`config.mk`:
```
export PLATFORM = sky130hd
export DESIGN_NAME = mux_seq_n
export DESIGN_NICKNAME = d
export VERILOG_FILES = /design/src/rtl/mux_seq_n.sv
export SDC_FILE = /design/constraint.sdc
export NUM_CORES = 1
export LEC_CHECK = 0
export ABC_AREA = 1
export CAP_MARGIN = 10
export CELL_PAD_IN_SITES_DETAIL_PLACEMENT = 1
export CELL_PAD_IN_SITES_GLOBAL_PLACEMENT = 1
export CORE_MARGIN = 2
export CORE_UTILIZATION = 35
export CTS_CLUSTER_DIAMETER = 120
export DETAILED_ROUTE_END_ITERATION = 8
export GPL_TIMING_DRIVEN = 0
export PLACE_DENSITY_LB_ADDON = 0.2
export SLEW_MARGIN = 20
export SYNTH_ARGS = -nofsm -noshare
export SYNTH_HDL_FRONTEND = slang
export SYNTH_SLANG_ARGS = --single-unit
```
`constraint.sdc`:
```
create_clock -name clk -period 5.01 [get_ports clk]
set_clock_uncertainty 0.15 [all_clocks]
set_input_delay 0.501 -clock clk [delete_from_list [all_inputs] [get_ports clk]]
set_output_delay 0.501 -clock clk [all_outputs]
set_load 0.05 [all_outputs]
```
`src/rtl/mux_seq_n.sv`:
```
// mux_seq_n: registered N-to-1 word multiplexer with a direct-select mode and an
// auto-sequence mode that snapshots all N input words and streams them out in order.
//
// Ports:
//   clk        - clock, rising edge
//   rst        - asynchronous active-high reset
//   d_in       - N packed words, word k = d_in[k*W +: W]
//   select     - word index for a direct-mode request
//   mode       - 0 = direct select, 1 = auto-sequence
//   in_valid   - direct-mode request (ignored when mode = 1)
//   start      - auto-sequence request (ignored when mode = 0)
//   in_ready   - request accepted this cycle if high
//   d_out      - registered output word
//   out_valid  - d_out holds a valid word
//   out_ready  - downstream accepts d_out
//   index      - source index of the current d_out word
//   busy       - high while a sequence is being emitted
//   done       - one-cycle pulse after the last sequenced word is accepted
module mux_seq_n #(
    parameter int unsigned W = 32,
    parameter int unsigned N = 4,
    localparam int unsigned SELW = $clog2(N)
) (
    input  logic              clk,
    input  logic              rst,
    input  logic [N*W-1:0]    d_in,
    input  logic [SELW-1:0]   select,
    input  logic              mode,
    input  logic              in_valid,
    input  logic              start,
    output logic              in_ready,
    output logic [W-1:0]      d_out,
    output logic              out_valid,
    input  logic              out_ready,
    output logic [SELW-1:0]   index,
    output logic              busy,
    output logic              done
);

    localparam logic [SELW-1:0] LastIdx = SELW'(N - 1);

    typedef enum logic [0:0] {StIdle, StSeq} state_e;

    state_e            state_q, state_d;
    logic [N*W-1:0]    buf_q, buf_d;
    logic [W-1:0]      d_out_q, d_out_d;
    logic [SELW-1:0]   index_q, index_d;
    logic              out_valid_q, out_valid_d;
    logic              done_q, done_d;

    logic              xfer;
    logic [SELW-1:0]   next_idx;
    logic [W-1:0]      sel_word;
    logic [W-1:0]      seq_word;

    assign xfer     = out_valid_q && out_ready;
    assign in_ready = (state_q == StIdle) && (!out_valid_q || out_ready);
    assign next_idx = index_q + SELW'(1);

    // Decoded word lookups; an out-of-range select (non power-of-two N) yields zero.
    always_comb begin
        sel_word = '0;
        seq_word = '0;
        for (int unsigned k = 0; k < N; k++) begin
            if (select == SELW'(k)) begin
                sel_word = d_in[k*W +: W];
            end
            if (next_idx == SELW'(k)) begin
                seq_word = buf_q[k*W +: W];
            end
        end
    end

    always_comb begin
        state_d     = state_q;
        buf_d       = buf_q;
        d_out_d     = d_out_q;
        index_d     = index_q;
        out_valid_d = out_valid_q;
        done_d      = 1'b0;

        unique case (state_q)
            StIdle: begin
                if (!mode && in_valid && in_ready) begin
                    d_out_d     = sel_word;
                    index_d     = select;
                    out_valid_d = 1'b1;
                end else if (mode && start && in_ready) begin
                    buf_d       = d_in;
                    d_out_d     = d_in[W-1:0];
                    index_d     = '0;
                    out_valid_d = 1'b1;
                    state_d     = StSeq;
                end else if (xfer) begin
                    out_valid_d = 1'b0;
                end
            end
            StSeq: begin
                // out_valid stays high for the whole sequence; only transfers advance it.
                if (xfer) begin
                    if (index_q == LastIdx) begin
                        out_valid_d = 1'b0;
                        done_d      = 1'b1;
                        state_d     = StIdle;
                    end else begin
                        index_d = next_idx;
                        d_out_d = seq_word;
                    end
                end
            end
            default: state_d = StIdle;
        endcase
    end

    always_ff @(posedge clk or posedge rst) begin
        if (rst) begin
            state_q     <= StIdle;
            buf_q       <= '0;
            d_out_q     <= '0;
            index_q     <= '0;
            out_valid_q <= 1'b0;
            done_q      <= 1'b0;
        end else begin
            state_q     <= state_d;
            buf_q       <= buf_d;
            d_out_q     <= d_out_d;
            index_q     <= index_d;
            out_valid_q <= out_valid_d;
            done_q      <= done_d;
        end
    end

    assign d_out     = d_out_q;
    assign index     = index_q;
    assign out_valid = out_valid_q;
    assign busy      = (state_q == StSeq);
    assign done      = done_q;

endmodule

```
Word-level counts from Yosys, hierarchy flattened
Cells that the tools add are included.
- mux-type cells: 32
- reduce and logical (&&, ||, !) cells: 14
- add/sub/neg operators: 1
- bitwise gates (word level): 2
- equality and inequality tests: 12
- operator list (operator ; count):
    $mux 32 ; 12
    $pmux 32 s2 ; 1
    $mux 1 ; 12
    $eq 2x2->1 const B ; 5
    $reduce_and 3->1 ; 3
    $mux 2 ; 4
    $logic_and 1x1->1 ; 6
    $eq 2x1->1 const B ; 2
    $logic_not 2->1 ; 2
    $ne 2x1->1 const B ; 2
    $ne 4x2->1 const B ; 1
    $pmux 1 s2 ; 2
    $pmux 2 s2 ; 1
    $ne 3x1->1 const B ; 1
    $add 2x1->2 const B ; 1
    $logic_not 1->1 ; 2
    $ne 2x2->1 const B ; 1
    $not 1->1 ; 2
    $logic_or 1x1->1 ; 1
- bits of input ports: 136
- word-level logic and storage cells: 67
- flip-flop bits (word level): 165
- output and inout bits: 38

Depth between registers and ports, before layout
- depth in word-level cells: 9
- gate-level depth with buffers: 10
- mapped depth without buffers: 8

Worst setup path after synthesis
Ideal clock, no wire load.
- kind: flip-flop to output port
- start: register state_q, in the netlist busy
- end: output in_ready
- arrival: 1767 ps
- setup slack: 2592 ps
- data required time: 4359 ps
- cell stages (with the launch flop): 4
- buffers on the path: 2
- cells stage by stage: dfrtp_1 -> buf_2 -> clkbuf_1 -> a21oi_1
- cells in the longest elaborated chain, start to end: 2
- ends and longest elaborated chain (what ; RTL line ; RTL):
    from (decl) ; 44 ; state_e state_q, state_d;
    from (signal assigned) ; 117 ; state_q <= StIdle;
    from (signal assigned) ; 124 ; state_q <= state_d;
    $not 1->1 (no line) ; - ;
    $logic_and 1x1->1 ; 57 ; assign in_ready = (state_q == StIdle) && (!out_valid_q || out_ready);
    to (decl) ; 31 ; output logic in_ready,
No other way between the ends.

Final worst setup path
Ends and elaborated chain as after synthesis.

==> summary.txt <==
Final setup viols -> 0
Area of the die -> 27,000 sq um
Setup TNS -> 0 ns
Post-synthesis xor/xnor area fraction -> 0%
Routability cong. -> 0.819
Most common cell after layout, fill and taps aside -> nand2_1
P_leak -> 5.48 nW
Synthesized area -> 9010 sq um
Warning count from the yosys run -> 0
Worst R2R End -> d_out[12]$_DFFE_PP0P_
Buf+Inv Stages, Crit Path -> 3
CTS Root Cell -> clkbuf_16
Worst setup EP type -> primary output
Vias -> 8,699
Crit path DAT -> 2.51 ns
Vias in the first global route -> 9,175
Most frequent cells in the layout -> nand2_1, clkdlybuf4s50_1, dfrtp_1, nor2_1, a21oi_1
Vias per inst -> 5.23
Critical Path Start Type -> flop
Wire per inst -> 21.1 um
# clock sinks -> 165
Number of port buffers -> 171
Drt first-iter violations -> 421
Rel. slew slack -> 35.0%
Maximum fanout along the worst path -> 10
Top_reg_cell synth -> dfrtp_1
Fmax -> 0.316 GHz
Initial Util -> 35.7%
Final Max Tran Viols -> 0
Period Utilization, post-route -> 63.1%
Core Area -> 25,300 sq um
Count of hold-fix buffers inserted at cts -> 0
CTS Buf Count -> 17
First-pass GRT wire length -> 53.2 mm
Slew of the pin with the lowest slew margin -> 0.972 ns
Total track usage -> 26.6%
Post-synth ARST share -> 100%
Pwr dens -> 623 nW/um^2
R2r worst-path depth -> 8
Area grow syn2layout -> 32.8%
Bufs on Longest Clock Path -> 2
Worst Path Required -> 4.36 ns
Worst slack, placed -> 2.24 ns
Fin worst setup slack -> 1.85 ns
Worst-path cell with the longest stage delay -> clkdlybuf4s50_1
Final ANT Viol Nets -> 0
Synth unique cells -> 26
Drt drc -> 0
Post-CTS Setup Bufs -> 0
Antenna violations before repair -> 1
Clk_lat worst skew -> 0.43 ns
Rows -> 58
Simple-Gate Fraction of Synth Area -> 23.5%
RSZ-0062 raised after global routing -> false
Clock-pin slew on the worst setup and hold paths -> 0.07 ns
Detailed Routing Iterations Pass 1 -> 5
Largest net degree at the start of global routing -> 29
Peak VDD IR -> 0.280 mV
Yosys reg bits -> 165
CTS tree -> built
Reg-to-Reg Start -> index[1]$_DFFE_PP0P_
Cells after Synth -> 1,121
Min Hold Slack -> 0.311 ns
Final WL -> 35.1 mm
Ports -> 174
CP Cell Sequence -> buf_2 -> clkbuf_1 -> a21oi_1 -> clkdlybuf4s50_1
DP Wirelength -> 24.6 mm
Top Family by Delay on Critical Path -> buffers and inverters
Chip width -> 164 um
Kind of critical path -> flop to primary output
Layout Nets -> 1,458
CTS H-tree lvls -> 4
FF-to-FF setup slack -> 2.57 ns
Fin. Hold Viols -> 0
Max Cap Violations -> 0
Register area share after synthesis -> 45.8%
Mux cell area share after synthesis -> 12.4%
Worst Hold Class -> input pin to asynchronous set/reset pin
Synthesized area per cell -> 8.04 sq um
Largest family of logic cells by synthesized area -> simple AND/OR/NAND/NOR gates
GRT Residual Overflow -> 0
Die Y -> 164 um
Post-Syn Nets -> 1,261
Status -> complete, no violations
Post-synth EDFFs -> 0
Share of cells above drive strength 1 -> 14.4%
Period minus WS final -> 3.16 ns
Post-CTS sizing -> 0
Slowest Stage Delay on Critical Path -> 0.84 ns
Area share of fa/ha/maj cells after synthesis -> 0.556%
Synth Area in Compound Gates -> 11.0%
how the worst max path moves through the flow:
stage,to,from,cells after the start
floorplan,buf_q[0]$_DFFE_PP0P_,rst,1
global placement,d_out[19]$_DFFE_PP0P_,rst,2
detailed placement,in_ready,out_ready,4
CTS,in_ready,busy$_DFF_PP0_,4
global route,in_ready,busy$_DFF_PP0_,4
finish,in_ready,busy$_DFF_PP0_,4
state kept, by name, indices dropped and copies added, names as in the netlist:
name,cells
buf_q,128
d_out,32
index,2
busy,1
done,1
out_valid,1
metrics by stage:
| stage | instance area, sq um | util [%] | total power, W | std cells |
|---|---|---|---|---|
| 6_report | 12000 | 47.4 | 0.00746 | 1662 |
| 5_1_grt | 12000 | 47.3 | 0.00793 | 1661 |
| 4_1_cts | 12000 | 47.3 | 0.00748 | 1661 |
| 3_5_place_dp | 11300 | 44.8 | 0.00596 | 1629 |
| 3_3_place_gp | 11100 | 44.1 | 0.00584 | 1622 |
| 2_1_floorplan | 9010 | - | 0.00468 | 1121 |
layout make-up:
class | count | area (sq um)
fill | 3073 | 13300
buffer | 79 | 423
timing repair buffer | 178 | 1880
multi-input combinational | 831 | 4280
clock buffer | 18 | 439
sequential | 165 | 4130
antenna | 1 | 2.50
tap | 330 | 413
inverter | 46 | 179
clock inverter | 14 | 211
power by group:
group	leakage (nW)	internal [W]	switching [W]
clock network	0.316	0.000866	0.000617
registers	1.92	0.00200	0.000341
logic	3.25	0.00136	0.00227
total	5.48	0.00423	0.00323
routing by layer:
layer | part of all wire [%] | up-vias | global-route usage, %
li1 | - | 4045 | -
met1 | 45 | 4364 | 34.9
met2 | 48 | 241 | 45.6
met3 | 4.9 | 49 | 4.34
met4 | 1.9 | 0 | 6.76
met5 | 0 | - | 0
kinds of logic after synthesis:
family | after synthesis
muxes | 96
adders and majority gates | 4
buffers and inverters | 125
AOI/OAI and AO/OA | 198
DFF | 165
and+or+nand+nor | 533
cell usage after synthesis (2+ instances only):
| library cell | n | area [sq um] |
|---|---|---|
| nand2_1 | 297 | 1110 |
| dfrtp_1 | 165 | 4130 |
| nor2_1 | 162 | 608 |
| a21oi_1 | 129 | 646 |
| mux2_2 | 85 | 957 |
| nand3_1 | 66 | 330 |
| o21ai_0 | 59 | 295 |
| inv_1 | 43 | 161 |
| clkbuf_1 | 32 | 120 |
| buf_2 | 29 | 145 |
| buf_4 | 12 | 90.1 |
| mux2_4 | 10 | 150 |
| o21ai_1 | 9 | 45.0 |
| buf_6 | 6 | 67.6 |
| ha_1 | 4 | 50.1 |
| inv_2 | 2 | 7.51 |
| nand3_2 | 2 | 20.0 |
Note: power is estimated with default switching activity, not from simulation.
